==> src/rtl/uart_pkg.sv <==
// Shared UART definitions: state encoding, default baud divider and frame-length helpers.
// UART_TX_PARITY_EN adds one even-parity bit to every frame.
package uart_pkg;

  typedef enum logic [2:0] {
    ST_IDLE   = 3'd0,
    ST_START  = 3'd1,
    ST_DATA   = 3'd2,
    ST_PARITY = 3'd3,
    ST_STOP   = 3'd4
  } uart_state_e;

  // 100 MHz system clock at 115200 baud.
  localparam int UART_DEFAULT_CLKS_PER_BAUD = 868;
  localparam int UART_DEFAULT_W             = 8;

`ifdef UART_TX_PARITY_EN
  localparam int UART_FRAME_OVERHEAD = 3;
`else
  localparam int UART_FRAME_OVERHEAD = 2;
`endif

  function automatic int uart_frame_bits(input int w);
    return w + UART_FRAME_OVERHEAD;
  endfunction

  function automatic int uart_frame_clks(input int w, input int cpb);
    return uart_frame_bits(w) * cpb;
  endfunction

endpackage

==> src/rtl/uart_tx_if.sv <==
// FIFO read port as seen by the UART transmitter; master = FIFO side, slave = transmitter.
interface uart_tx_if
  import uart_pkg::*;
#(
  parameter int W = UART_DEFAULT_W
);

  // i_fifo_data is valid combinationally whenever i_fifo_empty is low; each
  // cycle with o_fifo_rd high pops exactly one word, and o_fifo_rd is only
  // raised while i_fifo_empty is low.
  logic         i_fifo_empty;
  logic [W-1:0] i_fifo_data;
  logic         o_fifo_rd;

  modport master (
    output i_fifo_empty,
    output i_fifo_data,
    input  o_fifo_rd
  );

  modport slave (
    input  i_fifo_empty,
    input  i_fifo_data,
    output o_fifo_rd
  );

endinterface

==> src/rtl/uart_baud_gen.sv <==
// Bit-period counter: o_tick marks the last clock of a bit; i_clr restarts the period.
// Shared between the UART transmitter and receiver.
module uart_baud_gen
  import uart_pkg::*;
#(
  parameter int CLKS_PER_BAUD = UART_DEFAULT_CLKS_PER_BAUD
) (
  input  logic clk,
  input  logic i_rst_n,
  input  logic i_clr,
  output logic o_tick
);

  localparam int CW = (CLKS_PER_BAUD > 1) ? $clog2(CLKS_PER_BAUD) : 1;
  localparam logic [CW-1:0] LAST = CW'(CLKS_PER_BAUD - 1);

  logic [CW-1:0] cnt_q, cnt_d;

  assign o_tick = (cnt_q == LAST);

  always_comb begin
    cnt_d = cnt_q + CW'(1);
    if (i_clr || o_tick) begin
      cnt_d = '0;
    end
  end

  always_ff @(posedge clk) begin
    if (!i_rst_n) begin
      cnt_q <= '0;
    end else begin
      cnt_q <= cnt_d;
    end
  end

endmodule

==> src/rtl/uart_tx.sv <==
// 8N1 UART transmitter draining a first-word-fall-through FIFO, frames back-to-back.
// Define UART_TX_PARITY_EN to insert an even-parity bit between data and stop.
module uart_tx
  import uart_pkg::*;
#(
  parameter int W             = UART_DEFAULT_W,
  parameter int CLKS_PER_BAUD = UART_DEFAULT_CLKS_PER_BAUD
) (
  input  logic        clk,
  input  logic        i_rst_n,
  uart_tx_if.slave    fifo,
  output logic        o_tx,
  output logic        o_busy,
  output logic [2:0]  o_state
);

  localparam int IW = (W > 1) ? $clog2(W) : 1;
  localparam logic [IW-1:0] LAST_BIT = IW'(W - 1);

  localparam logic [2:0] S_IDLE   = ST_IDLE;
  localparam logic [2:0] S_START  = ST_START;
  localparam logic [2:0] S_DATA   = ST_DATA;
  localparam logic [2:0] S_STOP   = ST_STOP;
`ifdef UART_TX_PARITY_EN
  localparam logic [2:0] S_PARITY = ST_PARITY;
`endif

  logic [2:0]    state_q, state_d;
  logic [W-1:0]  shift_q, shift_d;
  logic [IW-1:0] idx_q, idx_d;
  logic          tx_q, tx_d;
`ifdef UART_TX_PARITY_EN
  logic          par_q, par_d;
`endif
  logic          tick;
  logic          baud_clr;
  logic          pop;

  // Gated by reset so no word is lost from the FIFO while the line is held in reset.
  assign pop = i_rst_n && !fifo.i_fifo_empty &&
               ((state_q == S_IDLE) || ((state_q == S_STOP) && tick));

  // Holding the counter clear in IDLE makes every state entry start a fresh bit period.
  assign baud_clr = (state_q == S_IDLE) || tick;

  uart_baud_gen #(
    .CLKS_PER_BAUD(CLKS_PER_BAUD)
  ) u_baud (
    .clk     (clk),
    .i_rst_n (i_rst_n),
    .i_clr   (baud_clr),
    .o_tick  (tick)
  );

  always_comb begin
    state_d = state_q;
    shift_d = shift_q;
    idx_d   = idx_q;
    tx_d    = tx_q;
`ifdef UART_TX_PARITY_EN
    par_d   = par_q;
`endif
    if (pop) begin
      state_d = S_START;
      shift_d = fifo.i_fifo_data;
      idx_d   = '0;
      tx_d    = 1'b0;
`ifdef UART_TX_PARITY_EN
      par_d   = ^fifo.i_fifo_data;
`endif
    end else if (tick) begin
      case (state_q)
        S_START: begin
          state_d = S_DATA;
          idx_d   = '0;
          tx_d    = shift_q[0];
        end
        S_DATA: begin
          shift_d = shift_q >> 1;
          idx_d   = (idx_q == LAST_BIT) ? '0 : idx_q + IW'(1);
          if (idx_q == LAST_BIT) begin
`ifdef UART_TX_PARITY_EN
            state_d = S_PARITY;
            tx_d    = par_q;
`else
            state_d = S_STOP;
            tx_d    = 1'b1;
`endif
          end else begin
            tx_d = shift_d[0];
          end
        end
`ifdef UART_TX_PARITY_EN
        S_PARITY: begin
          state_d = S_STOP;
          tx_d    = 1'b1;
        end
`endif
        S_STOP: begin
          state_d = S_IDLE;
          tx_d    = 1'b1;
        end
        default: begin
          state_d = S_IDLE;
          tx_d    = 1'b1;
        end
      endcase
    end
  end

  always_ff @(posedge clk) begin
    if (!i_rst_n) begin
      state_q <= S_IDLE;
      shift_q <= '0;
      idx_q   <= '0;
      tx_q    <= 1'b1;
`ifdef UART_TX_PARITY_EN
      par_q   <= 1'b0;
`endif
    end else begin
      state_q <= state_d;
      shift_q <= shift_d;
      idx_q   <= idx_d;
      tx_q    <= tx_d;
`ifdef UART_TX_PARITY_EN
      par_q   <= par_d;
`endif
    end
  end

  assign fifo.o_fifo_rd = pop;
  assign o_tx           = tx_q;
  assign o_busy         = (state_q != S_IDLE);
  assign o_state        = state_q;

endmodule

==> src/flat_wrapper.sv <==
// flat-port wrapper written by rule: the top's interface ports become plain ports
module uart_tx_flat import uart_pkg::*;
#(
  parameter int W             = UART_DEFAULT_W,
  parameter int CLKS_PER_BAUD = UART_DEFAULT_CLKS_PER_BAUD
)
  (clk, i_rst_n, o_tx, o_busy, o_state, fifo_i_fifo_empty, fifo_i_fifo_data, fifo_o_fifo_rd);
  uart_tx_if #(.W(W)) fifo_i ();
  input  logic clk;
  input  logic i_rst_n;
  output logic o_tx;
  output logic o_busy;
  output logic [2:0] o_state;
  input wire logic [$bits(fifo_i.i_fifo_empty)-1:0] fifo_i_fifo_empty;
  input wire logic [$bits(fifo_i.i_fifo_data)-1:0] fifo_i_fifo_data;
  output wire logic [$bits(fifo_i.o_fifo_rd)-1:0] fifo_o_fifo_rd;
  assign fifo_i.i_fifo_empty = fifo_i_fifo_empty;
  assign fifo_i.i_fifo_data = fifo_i_fifo_data;
  assign fifo_o_fifo_rd = fifo_i.o_fifo_rd;
  uart_tx #(.W(W), .CLKS_PER_BAUD(CLKS_PER_BAUD)) u_core (.clk(clk), .i_rst_n(i_rst_n), .fifo(fifo_i), .o_tx(o_tx), .o_busy(o_busy), .o_state(o_state));
endmodule
==> config.mk <==
export PLATFORM = sky130hd
export DESIGN_NAME = uart_tx_flat
export DESIGN_NICKNAME = d
export VERILOG_FILES = /design/src/rtl/uart_pkg.sv /design/src/rtl/uart_tx_if.sv /design/src/rtl/uart_baud_gen.sv /design/src/rtl/uart_tx.sv /design/src/flat_wrapper.sv
export SDC_FILE = /design/constraint.sdc
export NUM_CORES = 1
export LEC_CHECK = 0
export CORE_MARGIN = 5
export CORE_UTILIZATION = 55
export DETAILED_ROUTE_END_ITERATION = 12
export DONT_BUFFER_PORTS = 1
export PLACE_DENSITY = 0.7
export SLEW_MARGIN = 20
export SYNTH_ARGS = -nofsm -noshare
export SYNTH_HDL_FRONTEND = slang
export SYNTH_HIERARCHICAL = 1
export SYNTH_SLANG_ARGS = --single-unit
==> constraint.sdc <==
create_clock -name clk -period 2.9 [get_ports clk]
set_clock_uncertainty 0.1 [all_clocks]
set_input_delay 0.29 -clock clk [delete_from_list [all_inputs] [get_ports clk]]
set_output_delay 0.29 -clock clk [all_outputs]
set_load 0.02 [all_outputs]
After elaboration in Yosys (flattened, before gate mapping)
Index checks and enable logic that the tools add are counted.
{ "totals": {"word_cells": 47, "out_inout_bits": 6, "ff_bits": 25} }
{ "classes": {"reduce_logical": 18, "muxes": 13, "n_bitwise": 1, "addsub": 2, "eq_ne": 7} }
{ "ops": {"columns": ["cell", "n"], "rows": [
  ["$mux 8", 3],
  ["$pmux 3 s2", 2],
  ["$add 10x1->10 const B", 1],
  ["$eq 10x10->1 const B", 1],
  ["$reduce_and 2->1", 4],
  ["$eq 3x3->1 const B", 2],
  ["$mux 3", 2],
  ["$reduce_bool 2->1", 3],
  ["$mux 1", 5],
  ["$reduce_or 2->1", 2],
  ["$add 3x1->3 const B", 1],
  ["$eq 3x1->1 const B", 1],
  ["$eq 3x2->1 const B", 1],
  ["$logic_and 1x1->1", 3],
  ["$logic_not 3->1", 1],
  ["$logic_or 1x1->1", 3],
  ["$ne 3x2->1 const B", 1],
  ["$reduce_bool 3->1", 1],
  ["$ne 2x1->1 const B", 1],
  ["$pmux 1 s2", 1],
  ["$logic_not 1->1", 1],
  ["$not 1->1", 1]
]} }

Logic depth before layout (Yosys ltp)
Gate-level depths: netlist of the first run.
{ "depth": {"ltp_word": 6, "mapped_depth": 9, "ltp_nobuf": 9} }

Modules after synthesis
Netlist of the first run, hierarchy kept.
{ "by_module_without_submodules": {"columns": ["module", "n_inst", "cells_per_inst", "area_each_um2", "seq_area_each_um2"], "rows": [
  ["uart_tx", 1, 86, 807.0, 300.3],
  ["uart_baud_gen", 1, 53, 454.2, 200.2]
]} }

Least setup slack after synthesis of the first run
OpenSTA, ideal clock, no wires.
{ "synth_timing": {"path_type": "reg-to-reg", "from": "register u_core.u_baud.cnt_q[4]", "to": "register u_core.shift_q[3]", "path_buffers": 1, "arrival_time_ns": 2.121, "path_stages_with_launch": 9, "slack_ns": 0.558, "path_cell_list": "dfxtp_1 nor4b_1 nand2_1 nor2_1 and2b_1 nor3_4 buf_6 mux2i_1 a21oi_2"} }
{ "synth_via": {"elab_chain_len": 6, "elab_cells_between_ends": 8, "cone_classes": "eq/ne: 1; mux: 1; reduce/logical: 6"} }
{ "synth_lines": {"columns": ["item", "line_no", "rtl"], "rows": [
  ["start, declared", "uart_baud_gen.sv:17", "logic [CW-1:0] cnt_q, cnt_d;"],
  ["start signal, assigned", "uart_baud_gen.sv:32", "cnt_q <= cnt_d;"],
  ["$eq 10x10->1 (*)", "uart_baud_gen.sv:19", "assign o_tick = (cnt_q == LAST);"],
  ["named net u_core.tick", "uart_tx.sv:35", "logic tick;"],
  ["$logic_and 1x1->1 (*)", "uart_tx.sv:41", "((state_q == S_IDLE) || ((state_q == S_STOP) && tick));"],
  ["$logic_or 1x1->1 (*)", "uart_tx.sv:41", null],
  ["$logic_and 1x1->1 (*)", "uart_tx.sv:40", "assign pop = i_rst_n && !fifo.i_fifo_empty &&"],
  ["named net fifo_o_fifo_rd", "flat_wrapper.sv:16", "output wire logic [$bits(fifo_i.o_fifo_rd)-1:0] fifo_o_fifo_rd;"],
  ["$reduce_bool 2->1 (no line)", null, null],
  ["$reduce_and 2->1 (no line)", null, null],
  ["end signal, assigned", "uart_tx.sv:122", "shift_q <= shift_d;"],
  ["end, declared", "uart_tx.sv:29", "logic [W-1:0] shift_q, shift_d;"]
]} }
The timed path passes the listed nets; every way through them passes the cells marked *.
A chain may end at the register's enable or synchronous reset.

Worst setup path in the final report of the first run
{ "layout_timing": {"from": "register u_core.u_baud.cnt_q[0]", "to": "output port fifo_o_fifo_rd"} }
{ "layout_via": {"elab_chain_len": 4} }
{ "layout_lines": {"columns": ["item", "line_no"], "rows": [
  ["$eq 10x10->1", "uart_baud_gen.sv:19"],
  ["named net u_core.tick", "uart_tx.sv:35"],
  ["$logic_and 1x1->1", "uart_tx.sv:41"],
  ["$logic_or 1x1->1", "uart_tx.sv:41"],
  ["$logic_and 1x1->1", "uart_tx.sv:40"],
  ["end, declared", "flat_wrapper.sv:16"]
]} }
The timed path passes the listed nets, and every way through them passes these cells.

==> flow_summary.json, run 1 <==
{
  "status": "completed",
  "finalSetupTns_ns": 0,
  "seq_area_um2": 500,
  "rsz0062_at_grt": "no",
  "antenna_found_initial": 0,
  "synth_top_area_share_pct": 39.7,
  "rrSetupSlack_ns": 0.36,
  "post-route-period-util_pct": 91.5,
  "clk_pin_slew_ns": 0.13,
  "start_kind": "register",
  "power.density_mw_per_mm2": 442,
  "grt_pass1_vias": 840,
  "max_freq_mhz": 377,
  "crit_required_ns": 2.51,
  "ir_worst_vdd_uv": 313,
  "grt_pass1_wl_mm": 3.89,
  "setup_ws_ns": 0.247,
  "ys_types": 39,
  "fin_crit_ns": 2.65,
  "routedWlPerCell_um": 14.5,
  "portBuffers": 0,
  "synthCells": 139,
  "drv_slew": 0,
  "die_x_um": 57.9,
  "synthFlopType": "dfxtp_1",
  "vias": 996,
  "cts_buffers": 3,
  "nFillCells": 197,
  "hp-class": "input pin to register",
  "cts.sinks": 25,
  "synthToLayoutAreaGrowth_pct": 6.75,
  "max_slew_margin_pct": 52.6,
  "finalPower_mw": 0.595,
  "drive_gt1_share_pct": 13.9,
  "grtUsageTotal_pct": 14.9,
  "fp.dieH_um": 57.9,
  "root_buffer": "clkbuf_4",
  "post-cts-setup-buffer-count": 0,
  "endpoint_kind": "primary output",
  "nNetsFinal": 159,
  "vias_per_cell": 5.79,
  "dieArea_mm2": 0.00335,
  "gp_congestion": 0.877,
  "yosys_warnings": 6,
  "start_util_pct": 57.6,
  "seq_area_frac_synth_pct": 39.7,
  "tightest_slew_ns": 0.709,
  "arrival_ns": 2.26,
  "finalHoldViolations": 0,
  "finalSetupViolCount": 0,
  "dp_slack_ns": 0.268,
  "syn_nets": 153,
  "grt_overflow": 0,
  "insertion_delay_ns": 0.31,
  "synth_edf_count": 0,
  "syn_area_per_cell_um2": 9.07,
  "synth_top_area_cell": "dfxtp_1",
  "core_area_mm2": 0.00219,
  "tritoncts": "done",
  "drtPass1Iterations": 4,
  "cts_buffer_depth": 2,
  "ys_seq_elements": 25,
  "diodes": 0,
  "grt_max_degree": 18,
  "power.leakage_nw": 0.443,
  "multi_input_area_um2": 717,
  "drtIter0Drc": 22,
  "rows": 17,
  "critPathMaxFanout": 12,
  "synth_area_mm2": 0.00126,
  "io-pin-count": 17,
  "ant_nets": 0,
  "routed_wirelength_mm": 2.50,
  "synth-async-reset-ratio_pct": 0,
  "crit_type": "register to primary output",
  "netlist_top_cells_area": "dfxtp_1 40%, mux2i_1 5.6%, o21ai_0 5.2%",
  "hold_ws_ns": 0.0211,
  "drc": 0,
  "h-tree-depth": 1,
  "hpwl_mm": 1.72,
  "drv_cap": 0
}
-- stage by stage --
stage                     utilization [%]  cell area (um2)  std cells
after floorplan                         -             1260        139
after global placement               58.5             1280        165
after detailed placement             58.5             1280        165
after CTS                            60.1             1320        170
after global routing                 61.5             1350        172
final                                61.5             1350        172
-- power breakdown --
group,internal [mW],switching [mW]
logic,0.0327,0.0353
registers,0.357,0.0186
clock network,0.0538,0.0977
-- flip-flops by register name, indices dropped and copies added (netlist names) --
name and flops:
u_core/idx_q 3, u_core/o_state 3, u_core/o_tx 1, u_core/shift_q 8, u_core/u_baud/cnt_q 10
-- cells in the mapped netlist, types with 2 or more instances --
cell type,number
nor2b_1,2
dfxtp_1,25
xnor2_1,2
mux2i_1,7
nand3b_1,2
a21oi_1,5
xor2_1,3
o21ai_0,13
a22oi_1,5
nand2_1,8
nor2_1,16
clkbuf_1,3
nand3_1,6
inv_1,4
nor3_1,3
a21boi_0,2
a21oi_2,5
a31oi_1,2
ha_1,3
nand2b_1,3
or3_1,2
-- logic make-up (layout without fill, tap and decap cells) --
group | count (synthesis) | after routing | synth area share, %
AND/OR/NAND/NOR | 51 | 51 | 22.6
AO/OA/AOI/OAI | 39 | 39 | 21.5
flip-flops | 25 | 25 | 39.7
buffers and inverters | 9 | 14 | 4.17
multiplexers | 7 | 7 | 5.56
XOR/XNOR | 5 | 5 | 3.47
adder cells (fa/ha/maj) | 3 | 3 | 2.98
-- cell usage in the layout (no fill, tap or decap), drive strengths merged --
| cell | n |
|---|---|
| o31ai | 1 |
| nand3b | 2 |
| dlygate4sd3 | 3 |
| or2b | 1 |
| nand2b | 3 |
| a22o | 1 |
| a31oi | 2 |
| a31o | 1 |
| nor2b | 2 |
| nor4b | 1 |
| mux2i | 7 |
| and4 | 2 |
| clkbuf | 4 |
| and2b | 1 |
| inv | 4 |
| o21bai | 2 |
| o22ai | 1 |
| xnor2 | 2 |
| o41ai | 1 |
| nor2 | 16 |
| or4bb | 1 |
| nand3 | 6 |
| o21ai | 13 |
| nand2 | 8 |
| buf | 3 |
| nand4 | 1 |
| xor2 | 3 |
| or3 | 2 |
| a21boi | 2 |
| nor3 | 4 |
| or3b | 1 |
| ha | 3 |
| a21oi | 10 |
| a22oi | 5 |
| dfxtp | 25 |
-- critical path: stages (launching register included) --
cell	delay, ns
dfxtp_1	0.39
ha_1	0.24
nor2b_1	0.23
nand2_1	0.14
nor2_2	0.22
and2b_1	0.29
nor3_4	0.17
buf_4	0.27
-- worst paths after layout --
path / to / cells after the start / start
setup / recovery: fifo_o_fifo_rd / 7 / u_core/u_baud/cnt_q[0]
hold / removal: u_core/shift_q[2] / 2 / i_rst_n
setup reg to reg: u_core/shift_q[7] / 8 / u_core/u_baud/cnt_q[0]
hold reg to reg: u_core/u_baud/cnt_q[0] / 1 / u_core/u_baud/cnt_q[0]
-- routing by layer --
layer | vias to the layer above | routed length [um] | track usage (%)
met5 | - | 0 | 0
met4 | 0 | 41 | 5.96
met3 | 5 | 141 | 4.68
met2 | 26 | 1130 | 21.0
met1 | 455 | 1190 | 21.1
li1 | 510 | - | -
-- repair_timing --
item                                    CTS  global route
endpoints found under the setup margin    0             5
gates resized for setup                   0             2
hold buffers                              1             2
hold endpoints to repair                  4             4
-- cell type report --
cell class                 instances  share of cell area, %
clock buffer                       4                   1.95
inverter                           4                   1.12
multi-input combinational        105                   53.3
sequential                        25                   37.2
tap                               28                   2.60
timing repair buffer               6                   3.90
Power figures use the tool's default switching activity.
==> run 2: changes to the inputs <==
RECOVER_POWER = 100   (was unset)
==> run 2 against run 1 <==
  * Flip-flop and latch count unchanged
  * Global-route usage unchanged
  * Die area unchanged
  * Combinational power is 2% lower
  * Final area down 0.56%
  * Critical path depth did not move
  * Non-clock buffer count did not move
  * Maximum frequency up 0.28%
  * Critical endpoint unchanged
  * Largest power group unchanged
==> flow_summary.json, run 2 (synthesized netlist as in run 1, its figures left out) <==
{
  "status": "completed",
  "antenna_found_initial": 0,
  "hold_ws_ns": 0.0220,
  "vias_per_cell": 5.77,
  "drtIter0Drc": 23,
  "setup_ws_ns": 0.254,
  "layout_commonest_cell": "dfxtp_1",
  "ant_nets": 0,
  "max_slew_margin_pct": 53.7,
  "swShare_pct": 25.5,
  "finalPower_mw": 0.593,
  "post-cts-setup-buffer-count": 0,
  "p_comb_share_pct": 11.2,
  "vias": 993,
  "grt-busiest-layer": "met1",
  "post-route-period-util_pct": 91.2,
  "reg_top3": "u_core/u_baud/cnt_q (10), u_core/shift_q (8)",
  "fp.dieH_um": 57.9,
  "drtPass1Iterations": 4,
  "routed_wirelength_mm": 2.50,
  "h-tree-depth": 1,
  "nFillCells": 201,
  "grt_use_met1_pct": 21.1,
  "placed_area_mm2": 0.00128,
  "finalSetupTns_ns": 0,
  "power.density_mw_per_mm2": 443,
  "regMostFlops": "u_core/u_baud/cnt_q",
  "grt_max_degree": 18,
  "tritoncts": "done",
  "insertion_delay_ns": 0.31,
  "endpoint_kind": "primary output",
  "layout_common_cells": "25 x dfxtp_1, 15 x nor2_1, 13 x o21ai_0, 8 x nand2_1, 7 x mux2i_1",
  "cts_buffer_depth": 2,
  "grtUsageTotal_pct": 14.9,
  "dieArea_mm2": 0.00335,
  "core_area_mm2": 0.00219,
  "nNetsFinal": 159,
  "synthToLayoutAreaGrowth_pct": 6.15,
  "internal-power_mw": 0.442,
  "finalHoldViolations": 0,
  "crit_required_ns": 2.51,
  "start_util_pct": 57.6,
  "dp_slack_ns": 0.268,
  "routedWlPerCell_um": 14.6,
  "root_buffer": "clkbuf_4",
  "crit_type": "register to primary output",
  "drc": 0,
  "ir_worst_vdd_uv": 313,
  "start_kind": "register",
  "post-route-util_pct": 61.1,
  "grt_overflow": 0,
  "drv_cap": 0,
  "clockPowerShare_pct": 25.5,
  "p_sw_mw": 0.151,
  "fin_cells": 172,
  "portBuffers": 0,
  "io-pin-count": 17,
  "stdcell_area_mm2": 0.00134,
  "met3_usage_pct": 4.68,
  "grt_use_met2_pct": 21.0,
  "finalSetupViolCount": 0,
  "power.leakage_nw": 0.438,
  "hp-class": "input pin to register",
  "hpwl_mm": 1.72,
  "drive_gt1_share_pct": 12.5,
  "placed_cells": 165,
  "largest_reg_flops": 10,
  "clk_pin_slew_ns": 0.13,
  "fin_crit_ns": 2.65,
  "grt_pass1_wl_mm": 3.89,
  "die_x_um": 57.9,
  "cts_buffers": 3,
  "grt_pass1_vias": 840,
  "p_seq_share_pct": 63.3,
  "cts.sinks": 25,
  "rsz0062_at_grt": "no",
  "diodes": 0,
  "gp_congestion": 0.877,
  "tightest_slew_ns": 0.694,
  "rows": 17,
  "drv_slew": 0,
  "max_freq_mhz": 378,
  "arrival_ns": 2.26,
  "critPathMaxFanout": 12
}
## run 2: timing repair
action,in CTS,in global routing
endpoints found under the setup margin,0,5
hold endpoints to repair,4,4
gates resized for setup,0,2
hold buffers,1,2
## run 2: final timing paths
kind / from / endpoint / slack, ns / depth (start not counted)
max: u_core/u_baud/cnt_q[0] / fifo_o_fifo_rd / 0.25 / 7
min: i_rst_n / u_core/shift_q[2] / 0.02 / 2
max reg2reg: u_core/u_baud/cnt_q[0] / u_core/shift_q[7] / 0.36 / 8
min reg2reg: u_core/u_baud/cnt_q[0] / u_core/u_baud/cnt_q[0] / 0.38 / 1
## run 2: final cells by class
cell class | count | area, um2 | share of cell area, %
clock buffers | 4 | 26.3 | 1.96
inverters | 4 | 15.0 | 1.12
multi-input cells | 105 | 713 | 53.3
flip-flops and latches | 25 | 500 | 37.4
well taps | 28 | 35.0 | 2.62
repair buffers | 6 | 48.8 | 3.64
## run 2: power by group through the flow
stage               Combinational (mW)  Sequential [mW]  Clock [mW]
floorplan                       0.0614            0.376           0
global placement                0.0616            0.382           0
detailed placement              0.0633            0.383           0
CTS                             0.0653            0.375       0.160
global route                    0.0721            0.378       0.177
finish                          0.0666            0.375       0.151
## run 2: layer usage
| layer | up-vias | share of wire [%] |
|---|---|---|
| li1 | 511 | - |
| met1 | 457 | 48 |
| met2 | 20 | 45 |
| met3 | 5 | 4.9 |
| met4 | 0 | 1.6 |
| met5 | - | 0 |
## run 2: critical path, cell delays in order, from the launching register on
cell     delay [ns]
dfxtp_1        0.39
ha_1           0.24
nor2b_1        0.23
nand2_1        0.13
nor2_2         0.22
and2b_1        0.29
nor3_4         0.17
buf_4          0.26
